File: config.mk
export PLATFORM = sky130hd
export DESIGN_NAME = stack_drain
export DESIGN_NICKNAME = d
export VERILOG_FILES = /design/src/rtl/stack_drain.sv
export SDC_FILE = /design/constraint.sdc
export NUM_CORES = 1
export LEC_CHECK = 0
export BUFFER_PORTS_ARGS = -buffer_cell sky130_fd_sc_hd__buf_2
export CAP_MARGIN = 30
export CORE_ASPECT_RATIO = 1.1
export CORE_MARGIN = 10
export CORE_UTILIZATION = 52
export DETAILED_ROUTE_END_ITERATION = 10
export GPL_TIMING_DRIVEN = 0
export PLACE_DENSITY = 0.84
export SLEW_MARGIN = 25
export SYNTH_ARGS = -nofsm -noshare
export SYNTH_HDL_FRONTEND = slang
export SYNTH_SLANG_ARGS = --single-unit
File: constraint.sdc
create_clock -name clk_i -period 4.4 [get_ports clk_i]
set_input_delay 0.44 -clock clk_i [delete_from_list [all_inputs] [get_ports clk_i]]
set_output_delay 0.44 -clock clk_i [all_outputs]
set_load 0.02 [all_outputs]
File: src/rtl/stack_drain.sv
// Read-side sequencer for the stack register: pops entries count-1..0 (LIFO) and
// streams each one out over a valid/ready handshake, then holds done.
module stack_drain #(
  parameter int unsigned WIDTH = 8,
  parameter int unsigned DEPTH = 32,
  parameter int unsigned AW    = 5
) (
  input  logic             clk_i,
  input  logic             reset_button_i,
  input  logic             start_i,
  input  logic [7:0]       count_i,
  output logic [AW-1:0]    stk_addr_o,
  output logic             stk_pop_o,
  input  logic [WIDTH-1:0] stk_data_i,
  output logic [WIDTH-1:0] out_data_o,
  output logic             out_valid_o,
  input  logic             out_ready_i,
  output logic             busy_o,
  output logic             done_o,
  output logic             err_o
);

  typedef enum logic [2:0] {
    StIdle,
    StFetch,
    StCapture,
    StEmit,
    StDone
  } state_e;

  state_e           state_q, state_d;
  logic [AW-1:0]    ptr_q, ptr_d;
  logic [WIDTH-1:0] out_data_q, out_data_d;
  logic             err_q, err_d;

  always_comb begin
    state_d    = state_q;
    ptr_d      = ptr_q;
    out_data_d = out_data_q;
    err_d      = err_q;
    unique case (state_q)
      StIdle, StDone: begin
        if (start_i) begin
          err_d = 1'b0;
          if (count_i == 8'd0) begin
            state_d = StDone;
          end else if (32'(count_i) > DEPTH) begin
            err_d   = 1'b1;
            state_d = StDone;
          end else begin
            ptr_d   = AW'(count_i - 8'd1);
            state_d = StFetch;
          end
        end
      end
      StFetch: state_d = StCapture;
      StCapture: begin
        out_data_d = stk_data_i;
        state_d    = StEmit;
      end
      StEmit: begin
        if (out_ready_i) begin
          // ptr stops at 0 so the address never wraps
          if (ptr_q == '0) begin
            state_d = StDone;
          end else begin
            ptr_d   = ptr_q - AW'(1);
            state_d = StFetch;
          end
        end
      end
      default: state_d = StIdle;
    endcase
  end

  always_ff @(posedge clk_i or posedge reset_button_i) begin
    if (reset_button_i) begin
      state_q    <= StIdle;
      ptr_q      <= '0;
      out_data_q <= '0;
      err_q      <= 1'b0;
    end else begin
      state_q    <= state_d;
      ptr_q      <= ptr_d;
      out_data_q <= out_data_d;
      err_q      <= err_d;
    end
  end

  assign stk_addr_o  = ptr_q;
  assign stk_pop_o   = (state_q == StFetch);
  assign out_data_o  = out_data_q;
  assign out_valid_o = (state_q == StEmit);
  assign busy_o      = (state_q == StFetch) || (state_q == StCapture) || (state_q == StEmit);
  assign done_o      = (state_q == StDone);
  assign err_o       = err_q;

endmodule
# After elaboration in Yosys (flattened, before gate mapping)
# Index checks and enable logic that the tools add are counted.
[op_classes] addsub=2 n_lt_le_gt_ge=1 eq_ne=9 muxes=14 n_reduce_logical=10
[op_table] operator="$mux 5" n=5
[op_table] operator="$mux 3" n=5
[op_table] operator="$pmux 3 s4" n=1
[op_table] operator="$pmux 5 s2" n=1
[op_table] operator="$sub 5x1->5 const B" n=2
[op_table] operator="$gt 8x6->1 const B" n=1
[op_table] operator="$logic_not 8->1" n=1
[op_table] operator="$ne 2x2->1 const B" n=4
[op_table] operator="$eq 3x2->1 const B" n=2
[op_table] operator="$reduce_and 6->1" n=1
[op_table] operator="$logic_not 5->1" n=1
[op_table] operator="$reduce_and 2->1" n=2
[op_table] operator="$eq 3x1->1 const B" n=1
[op_table] operator="$eq 3x3->1 const B" n=1
[op_table] operator="$logic_not 3->1" n=1
[op_table] operator="$logic_or 1x1->1" n=2
[op_table] operator="$mux 1" n=2
[op_table] operator="$ne 2x1->1 const B" n=1
[op_table] operator="$reduce_bool 2->1" n=1
[op_table] operator="$reduce_or 2->1" n=1
[word_totals] reg_bits=17 inputBits=20 out_inout_bits=18

# Longest topological paths before layout
[depth] ltp_word=5 mapped_depth=9 depth_no_buf=8

# Worst setup path before layout
# OpenSTA, ideal clock, no wires.
[synth_path] kind="reg-to-reg" start="register state_q[2]" end="register ptr_q[4] (netlist: stk_addr_o[4])" setup_ps=73 arrival_time_ps=2202 slack_ps=2125 stages_incl_launch_ff=9 path_buffers=1 synth_period_minus_slack_ps=2275 cell_sequence="dfrtp_1 > buf_2 > nand3b_1 > mux2i_1 > ha_1 > inv_1 > or3_1 > a2111oi_4 > a2bb2oi_2"
[synth_via] elab_chain_cells=4 elab_cells_between_ends=12
[synth_rtl] item="start, declared" line="31" rtl="state_e state_q, state_d;"
[synth_rtl] item="start signal, assigned" line="78" rtl="state_q <= StIdle;"
[synth_rtl] item="start signal, assigned" line="83" rtl="state_q <= state_d;"
[synth_rtl] item="$eq 3x3->1 / $logic_not 3->1 (equally long branches)" line="41" rtl="unique case (state_q)"
[synth_rtl] item="$reduce_or 2->1" line="41"
[synth_rtl] item="$ne 2x2->1 (no source line) / $reduce_bool 2->1 (equally long branches)"
[synth_rtl] item="$reduce_and 6->1 (no source line)"
[synth_rtl] item="end signal, assigned" line="84" rtl="ptr_q <= ptr_d;"
[synth_rtl] item="end, declared" line="32" rtl="logic [AW-1:0] ptr_q, ptr_d;"
# Parallel ways exist; a longest one is shown, timed or not.
# A chain may end at the register's enable or synchronous reset.

# Worst setup path in the final report
# Ends and elaborated chain as after synthesis.

==> impl_results.md <==
- Required time of the critical path: ~4.6 ns
- Initial Util: 0.564
- Seq cells post-synth: 17
- Max FO, Critical Path: 10
- Critical-path top delay cell: or3_1
- First-pass GRT wire length: 4.35 mm
- Worst Path Buf+Inv: 2
- Slowest cell delay on critical path: 0.44 ns
- Hold Path Class: input port to asynchronous set/reset pin
- Post_cts resized: 0
- # port buffers: 37
- Commonest non-fill, non-tap cell in the layout: buf_2
- Post-CTS Setup Bufs: 0
- Clock latency on the worst-skew pair: just under 0.3 ns
- Tmin final: around 2.6 ns
- Finished Cell Area: ~1300 sq um
- Unique masters post-synth: 43
- Sequential standard cell area: approximately 430 sq um
- Residual DRC: 0
- Die Footprint: between 4000 and 5000 sq um
- DRT antenna net count: 0
- Mapped Cells: 95
- DP Cell Count: 159
- Fmax achieved: slightly below 400 MHz
- Final Max Slew Viols: 0
- Placed cell areas: roughly 1200 sq um
- Row cnt: 16
- Drt pass-1 iters: 4
- Setup violations, final: 0
- Commonest non-fill, non-tap cells in the layout: buf_2, dfrtp_1, nor2_1
- Die extent in x: a little over 60 microns
- Filler cell count: ~150
- Switch Pwr: roughly 300 uW
- TritonCTS Buffers: 3
- Vias in the first global route: between 900 and 1000
- Setup TNS: 0 ns
- Syn-to-layout area delta: 24.0%
- CTS tree: done
- CP Data Arrival Time: between 2 and 3 ns
- Switching Fraction: 0.432
- Setup WS pre-CTS: 1.88 ns
- Routed wire length: 2.56 mm
- Hold Vio Cnt, Final: 0
- Max clock buf depth: 2
- Core footprint: 1820 sq um
- Largest net degree at the start of global routing: 18
- Yosys warnings: 0
- # IOs: 38
- Initial antenna violation count: 0
- Synth Cell Area: roughly 1000 sq um
- # H-tree levels: 1
- Crit. End Element: flip-flop
- Cts hold-fix bufs: 0
- Main flop type after synthesis: dfrtp_1
- Worst-path clk slew: roughly 0.1 ns
- Rel. slew slack: 0.565
- Nets: about 160
- Worst Tran Pin Value: about 0.65 ns
- Share of cells above drive strength 1: 0.471
- Register share of total power: 0.400
- Final period utilization: 0.580
- Leak: a little under 0.6 nW
- CP Class: flip-flop to flip-flop
- Via count: around 900
- Maxcap violations: 0
- Delay-heaviest family, CP: simple AND/OR/NAND/NOR gates
- RSZ-0062 raised after global routing: no
- Hpwl dp: 2.02 mm
- Status: complete, no violations
- Type of origin of the critical path: flip-flop
- Pwr Density: around 540 nW/um^2
- Max rail drop VDD: 333 uV
- Syn nets: approximately 120
- Comb power frac: 0.478
- Worst path cell trace: buf_2 -> nand3b_1 -> mux2i_1 -> ha_1 -> inv_1 -> or3_1 -> a2111oi_4 -> a2bb2oi_2
- Die Height: approximately 67 microns
- Syn_area_per_cell: roughly 11 sq um
- Overflow after GRT: 0
- Pint: roughly 390 uW
- Post-route insts no fill: ~160
- Clk sinks: 17
- Ant diodes: 0
- Seq/Total Area, Yosys: 0.414
- Tot GR Track Use: 0.124
- Clock Skew: about 0.0045 ns
- Avg WL per Cell: 15.7 microns
- PnR worst setup slack: 1.85 ns
- First DRT Iteration DRCs: 43
- Clk pwr share: 0.123
- Vias per cell: 5.53
- Area of the multi-input gates: around 560 sq um
- Post-synth EDFFs: 0
- Placer Congestion: 0.838
- Root Driver: clkbuf_4
- Async set-reset flop share out of synthesis: 1.00
==> metrics by stage <==
step | hold slack, ns | utilization | total power [mW]
after floorplan | 0.366 | - | 0.490
after global placement | 0.469 | 0.684 | 0.596
after detailed placement | 0.469 | 0.684 | 0.606
after CTS | 0.242 | 0.699 | 0.688
after global routing | 0.249 | 0.699 | 0.730
final | 0.223 | 0.699 | 0.683
==> worst paths after layout <==
path | startpoint | end | slack, ns | cells past startpoint
max | state_q[2] | stk_addr_o[4] | 1.85 | 8
min | reset_button_i | stk_addr_o[1] | 0.22 | 2
max reg2reg | state_q[2] | stk_addr_o[4] | 1.85 | 8
min reg2reg | out_data_o[2] | out_data_o[2] | 0.49 | 1
max in group asynchronous | reset_button_i | out_data_o[2] | 3.76 | 2
min in group clk_i | stk_data_i[2] | out_data_o[2] | 0.36 | 2
==> cell families (layout without fill, tap and decap cells) <==
family | count (synthesis) | count (layout) | synth area share
DFF | 17 | 17 | 0.414
buffers and inverters | 9 | 50 | 0.0365
and+or+nand+nor | 32 | 32 | 0.196
adders and majority gates | 1 | 1 | 0.0122
AOI/OAI and AO/OA | 24 | 24 | 0.214
xor gates and xnor gates | 1 | 1 | 0.00853
muxes | 11 | 11 | 0.118
==> registers in the layout, indices dropped and copies added, names as in the netlist <==
register    count
stk_addr_o      5
state_q         3
out_data_o      8
err_o           1
==> power groups by stage <==
stage	Combinational, mW	Clock [mW]	Sequential, mW
2_1_floorplan	0.141	0	0.349
3_3_place_gp	0.324	0	0.273
3_5_place_dp	0.330	0	0.276
4_1_cts	0.331	0.0842	0.272
5_1_grt	0.353	0.0926	0.284
6_report	0.326	0.0838	0.273
==> synthesized netlist by cell type, types with 2 or more instances <==
library cell  instances  share of area
nor2_1                7          0.026
nor3_2                3          0.029
a31oi_1               2          0.012
nor3_1                3          0.015
buf_2                 3          0.015
inv_2                 2         0.0073
o21ai_0               2         0.0097
mux2i_1               2          0.019
mux2_1                4          0.044
nand2_1               2         0.0073
nand3_1               5          0.024
a21oi_1               5          0.024
inv_1                 4          0.015
o21ai_1               2         0.0097
mux2_2                5          0.055
dfrtp_1              17           0.41
==> metal layers <==
layer	routed length, microns	share of wire	global-route usage	vias up
met3	113	0.044	0.0301	2
li1	-	-	-	436
met1	1110	0.43	0.137	441
met2	1330	0.52	0.241	23
met5	0	0	0	-
met4	10	0.0039	0.0168	0
==> cell type report <==
cell class,instances,area share
plain buffers,3,0.0118
clock buffers,3,0.0177
clock inverters,1,0.00393
inverters,6,0.0177
multi-input cells,69,0.443
flip-flops and latches,17,0.334
well taps,27,0.0265
repair buffers,37,0.145
Power figures use the tool's default switching activity.
